`config.mk`:
```
export PLATFORM = sky130hd
export DESIGN_NAME = mod_n_stream_fsm_flat
export DESIGN_NICKNAME = d
export VERILOG_FILES = /design/src/rtl/mod_n_stream_fsm_pkg.sv /design/src/rtl/mod_n_stream_fsm_if.sv /design/src/rtl/mod_n_stream_fsm_tick_div.sv /design/src/rtl/mod_n_stream_fsm.sv /design/src/flat_wrapper.sv
export SDC_FILE = /design/constraint.sdc
export NUM_CORES = 1
export LEC_CHECK = 0
export ABC_AREA = 1
export BUFFER_PORTS_ARGS = -buffer_cell sky130_fd_sc_hd__buf_2
export CORE_MARGIN = 1
export CORE_UTILIZATION = 61
export DETAILED_ROUTE_END_ITERATION = 8
export HOLD_SLACK_MARGIN = 0.05
export PLACE_DENSITY_LB_ADDON = 0.25
export SYNTH_ARGS = -nofsm -noshare
export SYNTH_HDL_FRONTEND = slang
export SYNTH_SLANG_ARGS = --single-unit
```
`constraint.sdc`:
```
create_clock -name clk -period 3.8 [get_ports clk]
set_clock_uncertainty 0.15 [all_clocks]
set_input_delay 0.76 -clock clk [delete_from_list [all_inputs] [get_ports clk]]
set_output_delay 0.76 -clock clk [all_outputs]
set_load 0.03 [all_outputs]
```
`src/rtl/mod_n_stream_fsm_pkg.sv`:
```
// Shared types and arithmetic helpers for the mod-N serial divisibility checker.
//   state_t  : frame FSM states
//   mod_add  : (a + b) mod m for a, b < m, via a single conditional subtract
package mod_fsm_pkg;

  typedef enum logic [1:0] {IDLE, RUN, DONE} state_t;

  // Operands are always reduced (< m <= 255), so the sum is < 2m and one
  // subtract is enough; 8-bit operands cover the full legal MOD range.
  function automatic logic [7:0] mod_add(input logic [7:0] a, input logic [7:0] b,
                                         input logic [7:0] m);
    logic [8:0] s;
    s = {1'b0, a} + {1'b0, b};
    if (s >= {1'b0, m}) s = s - {1'b0, m};
    return s[7:0];
  endfunction

endpackage

```
`src/rtl/mod_n_stream_fsm_if.sv`:
```
// Stream/status bundle of the mod-N checker.
//   master : serial source side (drives start, lsb_first, sel; sees status)
//   slave  : the checker (samples stream inputs; drives slow_clock, cout,
//            rem, busy, done)
// rem width follows MOD so it matches the checker's remainder register.
interface mod_n_stream_fsm_if #(parameter int MOD = 3);
  localparam int RW = $clog2(MOD);

  logic          start;
  logic          lsb_first;
  logic          sel;
  logic          slow_clock;
  logic          cout;
  logic [RW-1:0] rem;
  logic          busy;
  logic          done;

  modport master (output start, lsb_first, sel,
                  input  slow_clock, cout, rem, busy, done);
  modport slave  (input  start, lsb_first, sel,
                  output slow_clock, cout, rem, busy, done);
endinterface

```
`src/rtl/mod_n_stream_fsm_tick_div.sv`:
```
// Free-running clock divider producing the per-bit sample tick.
//   clk, reset : system clock, async active-high reset
//   sync_clr   : realigns the phase (divcnt back to 0) on the next edge
//   tick       : high in the last clk cycle of each DIV-cycle period
//   slow_clock : registered, high for the upper half (divcnt >= DIV/2)
module tick_div #(
  parameter int DIV = 4
) (
  input  logic clk,
  input  logic reset,
  input  logic sync_clr,
  output logic tick,
  output logic slow_clock
);
  localparam int            CW   = $clog2(DIV);
  localparam logic [CW-1:0] LAST = CW'(DIV - 1);
  localparam logic [CW-1:0] HALF = CW'(DIV / 2);

  logic [CW-1:0] divcnt, divcnt_nx;

  assign tick = (divcnt == LAST);

  always_comb begin
    divcnt_nx = divcnt + CW'(1);
    if (sync_clr || tick) divcnt_nx = '0;
  end

  // slow_clock is registered from the next count so it stays phase-aligned
  // with divcnt: the tick cycle is always the last high cycle.
  always_ff @(posedge clk or posedge reset) begin
    if (reset) begin
      divcnt     <= '0;
      slow_clock <= 1'b0;
    end else begin
      divcnt     <= divcnt_nx;
      slow_clock <= (divcnt_nx >= HALF);
    end
  end
endmodule

```
`src/rtl/mod_n_stream_fsm.sv`:
```
// Serial divisibility checker: tracks the running remainder mod MOD of a
// LEN-bit framed stream, one bit per DIV-cycle tick, MSB- or LSB-first.
//   clk, reset : system clock, async active-high reset
//   bus.start      : begin/restart a frame (wins over a coincident tick)
//   bus.lsb_first  : bit order, captured on start
//   bus.sel        : serial bit, consumed on RUN ticks only
//   bus.slow_clock : divided clock
//   bus.cout       : rem == 0
//   bus.rem        : running remainder, held after the frame ends
//   bus.busy       : frame in progress
//   bus.done       : one-cycle pulse after the last bit
module mod_n_stream_fsm
  import mod_fsm_pkg::*;
#(
  parameter int MOD = 3,
  parameter int DIV = 4,
  parameter int LEN = 8
) (
  input  logic                clk,
  input  logic                reset,
  mod_n_stream_fsm_if.slave   bus
);
  localparam int         RW = $clog2(MOD);
  localparam logic [7:0] M8 = 8'(MOD);

  state_t        state;
  logic [RW-1:0] rem, weight;
  logic [7:0]    bitcnt;
  logic          mode;
  logic          tick;
  logic [7:0]    rem8, wt8, msb_nx, lsb_nx, wt_nx;

  tick_div #(.DIV(DIV)) u_div (
    .clk       (clk),
    .reset     (reset),
    .sync_clr  (bus.start),
    .tick      (tick),
    .slow_clock(bus.slow_clock)
  );

  // MSB-first: rem*2 + bit. LSB-first: rem + bit*2^k, with 2^k mod MOD kept
  // in weight so nothing wider than MOD is ever formed.
  always_comb begin
    rem8   = 8'(rem);
    wt8    = 8'(weight);
    msb_nx = mod_add(mod_add(rem8, rem8, M8), {7'd0, bus.sel}, M8);
    lsb_nx = mod_add(rem8, bus.sel ? wt8 : 8'd0, M8);
    wt_nx  = mod_add(wt8, wt8, M8);
  end

  always_ff @(posedge clk or posedge reset) begin
    if (reset) begin
      state  <= IDLE;
      rem    <= '0;
      weight <= RW'(1);
      bitcnt <= '0;
      mode   <= 1'b0;
    end else if (bus.start) begin
      state  <= RUN;
      rem    <= '0;
      weight <= RW'(1);
      bitcnt <= '0;
      mode   <= bus.lsb_first;
    end else begin
      case (state)
        RUN: if (tick) begin
          rem <= mode ? RW'(lsb_nx) : RW'(msb_nx);
          if (mode) weight <= RW'(wt_nx);
          bitcnt <= bitcnt + 8'd1;
          if (bitcnt == 8'(LEN - 1)) state <= DONE;
        end
        DONE:    state <= IDLE;
        default: ;
      endcase
    end
  end

  assign bus.rem  = rem;
  assign bus.cout = (rem == '0);
  assign bus.busy = (state == RUN);
  assign bus.done = (state == DONE);
endmodule

```
`src/flat_wrapper.sv`:
```
// flat-port wrapper written by rule: the top's interface ports become plain ports
module mod_n_stream_fsm_flat import mod_fsm_pkg::*;
#(
  parameter int MOD = 3,
  parameter int DIV = 4,
  parameter int LEN = 8
)
  (clk, reset, bus_start, bus_lsb_first, bus_sel, bus_slow_clock, bus_cout, bus_rem, bus_busy, bus_done);
  mod_n_stream_fsm_if #(.MOD(MOD)) bus_i ();
  input  logic clk;
  input  logic reset;
  input wire logic [$bits(bus_i.start)-1:0] bus_start;
  input wire logic [$bits(bus_i.lsb_first)-1:0] bus_lsb_first;
  input wire logic [$bits(bus_i.sel)-1:0] bus_sel;
  output wire logic [$bits(bus_i.slow_clock)-1:0] bus_slow_clock;
  output wire logic [$bits(bus_i.cout)-1:0] bus_cout;
  output wire logic [$bits(bus_i.rem)-1:0] bus_rem;
  output wire logic [$bits(bus_i.busy)-1:0] bus_busy;
  output wire logic [$bits(bus_i.done)-1:0] bus_done;
  assign bus_i.start = bus_start;
  assign bus_i.lsb_first = bus_lsb_first;
  assign bus_i.sel = bus_sel;
  assign bus_slow_clock = bus_i.slow_clock;
  assign bus_cout = bus_i.cout;
  assign bus_rem = bus_i.rem;
  assign bus_busy = bus_i.busy;
  assign bus_done = bus_i.done;
  mod_n_stream_fsm #(.MOD(MOD), .DIV(DIV), .LEN(LEN)) u_core (.clk(clk), .reset(reset), .bus(bus_i));
endmodule
```
==> results.yml <==
timing:
  fmax_mhz: 408.0
  slew_viol_final: 0
  hold_viol_final: 0
  period_share: 0.6450
  period_needed_ns: 2.451
  hold_ws_ns: 0.2796
  setup_tns_ns: 0
  fin_ws_ns: 1.349
  rsz0062_at_grt: "no"
  worstMarginPinSlew_ns: 0.6208
  setup_violations: 0
  timing.max_slew.rel_slack: 0.5857
synthesis:
  synth.cell_area_um2: 1100
  synth.net_count: 162
  ys_ff_latch: 17
  synth_seq_area_share: 0.3879
  synthFlopType: "dfrtp_1"
  syn_avg_cell_area_um2: 7.381
  yosysUniqueCellTypes: 21
  synth_area_leaders: "dfrtp_1 36%, nand2_1 15%, nor2_1 7.5%"
  postSynth.asyncResetShare: 1.000
  synth_top_area_frac: 0.3641
  postSynthCellCount: 149
  yosysWarnings: 0
  yosys.area.top_type: "dfrtp_1"
  synth-edff-count: 0
floorplanning:
  die-height_um: 44.46
  core.rowCount: 14
  ioPinCount: 11
  coreArea_um2: 1594
  start_util: 0.6900
  die_area_um2: 1977
  die_w_um: 44.46
layout:
  fillCellCount: 130
  final_nets: 175
  fin_area_um2: 1182
  fin_util: 0.7418
  final_cells: 185
  area_growth_pct: 7.508
  num_antenna_cells: 0
  drive_above_1_share: 0.1491
clock_network:
  cts.sinks: 17
  numCtsBuffers: 3
  clkLatencyLatePin_ns: 0.29
  ctsHtreeMaxLevel: 1
  cts_hold_buf: 0
  cts_root_buf: "clkbuf_4"
  clock_path_buffers: 2
  cts_setup_buffers: 0
  cts_tree: "yes"
  cts.repair.resized: 0
  clk_pin_slew_ns: 0.10
power:
  leakage_nw: 0.6343
  power-per-cell-area_nw_per_um2: 289.3
  peakVddDrop_v: 0.0002161
  power_uw: 342.1
global_routing:
  grt_use_total: 0.2464
  gr-total-overflow: 0
  grt_pass1_wl_um: 3629
  grt_max_degree: 18
  grt_pass1_vias: 866
  grtUsageMet3: 0.03673
  use_met1: 0.3368
  antenna_found_initial: 0
  met2_usage: 0.4147
  grt.busiest_layer: "met2"
route:
  antenna_left: 0
  dr_total_vias: 940
  drc: 0
  drtIter0Drc: 30
  vias_per_cell: 5.081
  wl_per_cell_um: 10.77
  dr.pass1.iters: 4
  drt_wl_total_um: 1992
worst_setup_path:
  critical_path.most_common_cell: "nand2_1"
  worstPathArrival_ns: 2.49
  path_buf_inv: 4
  cp_max_fo: 4
  reg2reg_slack_ns: 1.37
  start_kind: "primary input"
  crit_required_ns: 3.84
  end_kind: "register"
  cp_slowest_cell: "fa_1"
  critPathTopFamily: "adder cells"
  max_stage_delay_ns: 0.52
  cp_cell_sequence: "buf_2 > nand2_1 > inv_1 > ha_1 > inv_1 > fa_1 > inv_1 > ha_1 > nor2_1 > o21ai_0 > nand2_1 > nand3_1 > nand2_1 > nand2_1"
  critPathKind: "in2reg"
flow_run:
  drv_cap: 0
place:
  placed_cells: 181
  dp_hpwl_um: 1564
  placed_cell_area_um2: 1155
  io_buffers: 10
  post-place-ws_ns: 1.055
  routabilityCongestion: 0.8104
outcome:
  status: "complete, no violations"
hold_path:
  hp-class: "reg2reg"
## layout make-up
class                   instances  area (um^2)  share of cell area
clock buffers                   3        22.52             0.01905
clock inverters                 1        5.005            0.004233
inverters                      22        82.58             0.06984
multi-input cells             108        565.5              0.4783
flip-flops and latches         17        426.7              0.3608
well taps                      24        30.03             0.02540
repair buffers                 10        50.05             0.04233
## metal layers
| layer | vias to the layer above | wire length, um |
|---|---|---|
| met1 | 427 | 921 |
| met3 | 2 | 98 |
| met5 | - | 0 |
| li1 | 480 | - |
| met4 | 0 | 4 |
| met2 | 31 | 967 |
## cells in the final DEF, fill, tap and decap left out, drive strengths merged, types with 2 or more instances in the layout
cell,count
nand2,50
nor2,23
inv,22
dfrtp,16
buf,10
nand3,9
o21ai,7
ha,6
a21oi,5
nand4,3
clkbuf,3
fa,2
## worst paths after layout
| kind | startpoint | end | depth (start not counted) |
|---|---|---|---|
| min in group asynchronous | reset | u_core.bitcnt[3] | 2 |
| worst min-delay path | u_core.u_div.divcnt[0] | u_core.u_div.divcnt[0] | 1 |
| worst max register to register | u_core.weight[0] | u_core.bus.rem[1] | 13 |
| worst min register to register | u_core.u_div.divcnt[0] | u_core.u_div.divcnt[0] | 1 |
| max in group asynchronous | reset | u_core.bus.rem[1] | 2 |
| worst max-delay path | bus_sel | u_core.bus.rem[1] | 14 |
## logic make-up after synthesis
kind of cell / synth area share
AOI/OAI and AO/OA: 0.06143
xor gates and xnor gates: 0.007965
and+or+nand+nor: 0.3402
buffers and inverters: 0.09784
DFF: 0.3879
adders and majority gates: 0.1047
## flip-flops by register name, indices dropped and copies added, names as in the netlist
| register | flops |
|---|---|
| u_core.bitcnt | 8 |
| u_core.bus.rem | 2 |
| u_core.mode | 1 |
| u_core.state | 2 |
| u_core.u_div.divcnt | 2 |
| u_core.weight | 2 |
## cell usage after synthesis, types with 2 or more instances
cell type  instances
ha_1               6
inv_2              2
nand3_1            9
nor2_1            22
a21oi_1            5
fa_1               2
o21ai_0            6
inv_1             20
nand4_1            3
dfrtp_1           16
nand2_1           45
nand2_4            2
nand2_2            3
## power by group
part	internal, mW	switching (mW)
combinational	0.0165	0.0340
sequential	0.188	0.00619
clock	0.0391	0.0587
total	0.243	0.0989
## worst register-to-register path, stage by stage (launching register included)
cell     delay [ns]
dfstp_2        0.56
nand2_1        0.05
inv_1          0.05
ha_1           0.13
inv_1          0.05
fa_1           0.53
inv_1          0.07
ha_1           0.18
nor2_1         0.20
o21ai_0        0.12
nand2_1        0.07
nand3_1        0.06
nand2_1        0.07
nand2_1        0.04
Power figures use the tool's default switching activity.
